### src/rtl/run_group_counter.sv
// run_group_counter
// Counts maximal runs of POLARITY bits on a bit-valid qualified serial input.
// Runs shorter than MIN_RUN are discarded; qualifying runs bump a saturating
// group counter, update last/longest run length and fire a one-cycle run_done.
//
//  state  | meaning
//  -------+---------------------------------------------------------------
//  S_IDLE | no run open, run_len = 0
//  S_RUN  | run open, run_len >= 1 (saturates at all-ones)
module run_group_counter #(
   parameter int COUNT_W  = 8,
   parameter int LEN_W    = 8,
   parameter int MIN_RUN  = 1,
   parameter bit POLARITY = 1'b1
) (
   input  logic               clk,
   input  logic               rst,
   input  logic               din,
   input  logic               en,
   input  logic               flush,
   input  logic               clr,
   output logic [COUNT_W-1:0] count,
   output logic               count_sat,
   output logic [LEN_W-1:0]   run_len,
   output logic [LEN_W-1:0]   last_len,
   output logic [LEN_W-1:0]   max_len,
   output logic               in_run,
   output logic               run_done
);

   typedef enum logic {S_IDLE = 1'b0, S_RUN = 1'b1} state_t;

   localparam logic [LEN_W-1:0]   LEN_MAX   = '1;
   localparam logic [COUNT_W-1:0] COUNT_MAX = '1;
   localparam logic [LEN_W-1:0]   MIN_L     = LEN_W'(MIN_RUN);
   localparam logic [LEN_W-1:0]   LEN_ONE   = LEN_W'(1);

   state_t             state, state_nxt;
   logic [LEN_W-1:0]   run_len_nxt;
   logic [LEN_W-1:0]   len_inc;
   logic [LEN_W-1:0]   close_len;
   logic               close_evt;
   logic               qualify;
   logic               match_s;
   logic               nomatch_s;
   logic [COUNT_W-1:0] count_inc;

   assign match_s   = en && (din == POLARITY);
   assign nomatch_s = en && (din != POLARITY);
   assign len_inc   = (run_len == LEN_MAX) ? run_len : run_len + LEN_ONE;
   assign count_inc = (count == COUNT_MAX) ? count : count + COUNT_W'(1);
   assign qualify   = close_evt && (close_len >= MIN_L);

   // State register; clr behaves like a reset of the run tracker
   always_ff @(posedge clk) begin
      if (rst || clr) state <= S_IDLE;
      else            state <= state_nxt;
   end

   // Next state, next run length and close detection
   always_comb begin
      state_nxt   = state;
      run_len_nxt = run_len;
      close_evt   = 1'b0;
      close_len   = '0;
      case (state)
         S_IDLE: begin
            if (match_s) begin
               if (flush) begin
                  // one-bit run opens and closes on the same edge
                  close_evt = 1'b1;
                  close_len = LEN_ONE;
               end else begin
                  state_nxt   = S_RUN;
                  run_len_nxt = LEN_ONE;
               end
            end
         end
         S_RUN: begin
            if (match_s) begin
               if (flush) begin
                  // append the matching sample before closing
                  close_evt   = 1'b1;
                  close_len   = len_inc;
                  state_nxt   = S_IDLE;
                  run_len_nxt = '0;
               end else begin
                  run_len_nxt = len_inc;
               end
            end else if (nomatch_s || flush) begin
               // non-matching sample and flush together still close only once
               close_evt   = 1'b1;
               close_len   = run_len;
               state_nxt   = S_IDLE;
               run_len_nxt = '0;
            end
         end
         default: begin
            state_nxt   = S_IDLE;
            run_len_nxt = '0;
         end
      endcase
   end

   // Output decode from the state register
   always_comb begin
      in_run = (state == S_RUN);
   end

   // Run length, statistics and completion pulse
   always_ff @(posedge clk) begin
      if (rst || clr) begin
         run_len   <= '0;
         count     <= '0;
         count_sat <= 1'b0;
         last_len  <= '0;
         max_len   <= '0;
         run_done  <= 1'b0;
      end else begin
         run_len  <= run_len_nxt;
         run_done <= qualify;
         if (qualify) begin
            count     <= count_inc;
            count_sat <= count_sat | (count_inc == COUNT_MAX);
            last_len  <= close_len;
            if (close_len > max_len) max_len <= close_len;
         end
      end
   end

endmodule

### config.mk
export PLATFORM = sky130hd
export DESIGN_NAME = run_group_counter
export DESIGN_NICKNAME = d
export VERILOG_FILES = /design/src/rtl/run_group_counter.sv
export SDC_FILE = /design/constraint.sdc
export NUM_CORES = 1
export LEC_CHECK = 0
export CORE_MARGIN = 2
export CORE_UTILIZATION = 50
export CTS_CLUSTER_SIZE = 8
export DETAILED_ROUTE_END_ITERATION = 6
export PLACE_DENSITY = 0.78
export SYNTH_ARGS = -nofsm -noshare
export SYNTH_HDL_FRONTEND = slang
export SYNTH_SLANG_ARGS = --single-unit
### constraint.sdc
create_clock -name clk -period 8.05 [get_ports clk]
set_input_delay 1.61 -clock clk [delete_from_list [all_inputs] [get_ports clk]]
set_output_delay 1.61 -clock clk [all_outputs]
set_load 0.05 [all_outputs]
==> run summary <==
Result of the run: finished clean
Power per Cell Area: 149 nW/um^2
Depth of the worst hold-timing path: 2
Total negative slack for setup checks: 0 ps
Hold violation count in the final report: 0
Cells after DPL: 344
I/O Buffers: 40
Fraction of final layout cells sized beyond drive strength 1: 8.33%
Type of origin of the critical path: primary input
Most prevalent standard cell on the critical path: a21oi_1
Fraction of synthesized area in multiplexers: 0.916%
Sinks on the clock net: 35
Final antenna-violating net count: 0
Site Rows: 24
DRC errors left: 0
Antenna diodes: 0
Mean cell area of the mapped netlist: 8.12 sq um
Maximum clock rate: 196 MHz
Yosys cell types: 56
Total routed wirelength: 5380 microns
Syn nets: 285
Unrepaired setup endpoints after global routing: false
Maximum number of pins on one net before global-route repair: 34
Share of total power in sequential cells: 44.0%
Share of synthesized cell area in and, or, nand and nor gates: 24.8%
Area taken by flip-flops and latches: 701 sq um
Layout-stage area growth over the synthesis result: 22.9%
Period minus WS final: 5110 ps
Number of antenna violations at the first check in global routing: 0
Slowest stage cell on the critical path: a21oi_1
Maximum root-to-sink buffer count: 2
Headroom to the max-slew limit: 20.6%
CTS clock-pin slew for the worst setup and hold paths: 70 ps
Worst EP required: 8210 ps
Vias in the first global route: 1915
Post-detailed-placement half-perimeter wirelength: 3680 microns
Number of flops mapped to enable cells by yosys: 0
IO Pins: 41
Worst Setup End Kind: register
Worst-case register-to-register setup slack: 4000 ps
Internal power: 0.308 mW
Endpoint of the worst-slack reg-to-reg timing path: max_len[1]
Peak VDD IR: 0.000101 V
Number of fill cells: 388
Actual slew at the worst max-slew pin: 1180 ps
Die width: 70.1 microns
Period Utilization, post-route: 63.5%
Area of the die: 4910 sq um
Arrival time worst endpoint: 5270 ps
Adder and majority gate portion of the synthesized area: 5.73%
Part of the Yosys area used for sequential elements: 32.1%
Via-per-instance ratio: 6.15
Reg2reg start: run_len[0]
Worst reg2reg path depth: 12
YS warnings: 0
Final Setup Violations: 0
Clock latency of the later-clocked register in the worst-skew pair: 300 ps
Global routing usage summed across all routing layers: 22.2%
Number of maximum-capacitance violations: 0
Startpoint of the most critical hold path: max_len[0]
Area share of xor/xnor cells in the synthesized design: 0.802%
Vertical die dimension: 70.1 microns
Cell-by-cell listing of the critical path: clkdlybuf4s50_1, and4_1, o31ai_1, a21oi_1, ha_1, nand2_1, o21ai_0, mux2i_1, a21oi_1, o41ai_4, a22oi_1, nor2_1
Count of vias placed by the detailed router: 2166
Clock Skew: 11.5 ps
Switching power of the nets: 0.0910 mW
Maximum level of the CTS H-tree: 2
Portion of total power attributed to the clock network: 48.5%
Number of DRC markers after the initial detailed-route iteration: 182
GP Congestion: 0.927
Core area: 4290 sq um
Post-DR wirelength/cell: 15.3 microns
Post-CTS repair timing setup buffer count: 0
Synth Register Bits: 35
Footprint of the multi-input gates: 1340 sq um
Cell count after synthesis: 269
Final design utilization: 62.5%
Wire length of the first global-routing pass: 8780 microns
Post-Route Hold Slack: 482 ps
Hold WC Path Type: register to register
Most common flop cell mapped by yosys: dfxtp_1
Combinational share of power: 7.5%
Largest family of logic cells by synthesized area: compound AO/OA/AOI/OAI gates
Count of non-filler cells in the finished layout: 352
Nets: 315
Effective utilization at floorplan: 50.9%
Classification of the worst setup path: primary input to register
Synthesized cell area: 2180 sq um
Crit path largest cell delay: 760 ps
TritonRoute pass-1 iters: 5
CP bufs+invs: 1
Switching part of the total: 22.8%
Number of pins exceeding their max-slew limit in the final report: 0
Fraction of the mapped netlist area in compound gates: 28.9%
Async set-or-reset flop fraction in the synthesized netlist: 0%
Hold Path End: max_len[0]
Number of instances resized during post-cts repair: 0
CTS Buf Count: 5
Static leakage power: 0.909 nW
TritonCTS clock tree: yes
Library cell used as clock root buffer: clkbuf_8
Largest fanout of any net on the critical path: 12
Total overflow reported by the global router: 0
Post-cts hold buffer count: 0
Cell class contributing the biggest share of worst-path delay: compound AO/OA/AOI/OAI gates
power groups by stage:
stage / logic [mW] / clock network [mW] / registers (mW)
floorplan: 0.0211 / 0 / 0.182
global placement: 0.0293 / 0 / 0.179
detailed placement: 0.0297 / 0 / 0.179
CTS: 0.0299 / 0.198 / 0.175
global route: 0.0322 / 0.202 / 0.176
finish: 0.0300 / 0.193 / 0.175
worst register-to-register path, stage by stage, from the launching register on:
cell	delay (ps)
dfxtp_1	600
ha_1	360
nand4_2	240
o21ai_0	370
o221ai_1	280
ha_1	380
nor2b_1	150
o21a_1	120
o21ai_0	60
a21oi_1	760
o41ai_4	300
a22oi_1	230
nor2_1	60
metrics by stage:
| step | worst slack, ps | total power [mW] | area, sq um |
|---|---|---|---|
| after floorplan | 4030 | 0.203 | 2180 |
| after global placement | 2710 | 0.209 | 2550 |
| after detailed placement | 2750 | 0.209 | 2550 |
| after CTS | 3010 | 0.403 | 2680 |
| after global routing | 2570 | 0.410 | 2680 |
| final | 2940 | 0.399 | 2680 |
registers in the layout, summed over array words and instances, names as in the netlist:
register	count
last_len	8
max_len	8
in_run	1
count	8
count_sat	1
run_len	8
run_done	1
layout make-up:
| cell class | count | area share, % |
|---|---|---|
| multi-input cells | 205 | 49.8 |
| flip-flops and latches | 35 | 26.1 |
| repair buffers | 40 | 14.9 |
| clock buffers | 5 | 2.56 |
| clock inverters | 3 | 2.52 |
| well taps | 52 | 2.42 |
| inverters | 12 | 1.68 |
synth_stat cells (2+ instances only):
cell type,count,area (sq um)
a21oi_2,2,17.5
or3_1,2,12.5
a211oi_1,5,37.5
dfxtp_1,35,701
buf_6,2,22.5
clkbuf_1,10,37.5
mux2i_1,2,20.0
a22oi_1,9,67.6
a31oi_1,4,25.0
and4_1,3,26.3
nor2_1,28,105
a21oi_1,22,110
o22ai_1,2,12.5
nor3b_1,2,15.0
and2_1,3,18.8
nor2b_1,3,18.8
ha_1,10,125
nor3_1,5,25.0
o21ai_2,2,17.5
o2111ai_1,2,17.5
nand2_1,19,71.3
nand4_1,7,43.8
nand3_1,10,50.1
o21ai_0,20,100
a22o_1,2,17.5
o31ai_1,5,37.5
o21a_1,2,15.0
o21ba_2,2,20.0
or4_1,2,15.0
inv_1,12,45.0
o22a_1,2,17.5
a211oi_2,2,25.0
buf_2,3,15.0
and3_1,6,37.5
placed cells by master (no fill, tap or decap), types with 3 or more instances in the layout:
cell type and count:
nor2b_1 3, nor2_1 28, nand2_1 19, clkdlybuf4s50_1 40
and4_1 3, clkbuf_8 5, and2_1 3, ha_1 10
a21oi_1 22, dfxtp_1 35, a22oi_1 9, a31oi_1 4
a211oi_1 5, o31ai_1 5, nand4_1 7, nand3_1 10
inv_1 12, nor3_1 5, and3_1 6, o21ai_0 20
worst max-delay path by stage:
stage / startpoint / end / cells past startpoint
2_1_floorplan: en / max_len[5] / 14
3_3_place_gp: flush / max_len[1] / 13
3_5_place_dp: flush / max_len[1] / 13
4_1_cts: flush / max_len[1] / 13
5_1_grt: flush / max_len[1] / 13
6_report: flush / max_len[1] / 12
per-layer routing:
layer / routed length (microns) / track usage (%) / vias up
li1: - / - / 1067
met1: 2500 / 29.1 / 999
met3: 358 / 6.06 / 10
met2: 2420 / 33.9 / 90
met4: 107 / 10.3 / 0
met5: 0 / 0 / -
cell families (layout without fill, tap and decap cells):
family | count (synthesis) | in the layout
buf+inv | 29 | 60
fa+ha+maj | 10 | 10
flops | 35 | 35
xor+xnor | 2 | 2
compound gates | 91 | 91
simple gates | 100 | 100
mux | 2 | 2
Note: power is estimated with default switching activity, not from simulation.
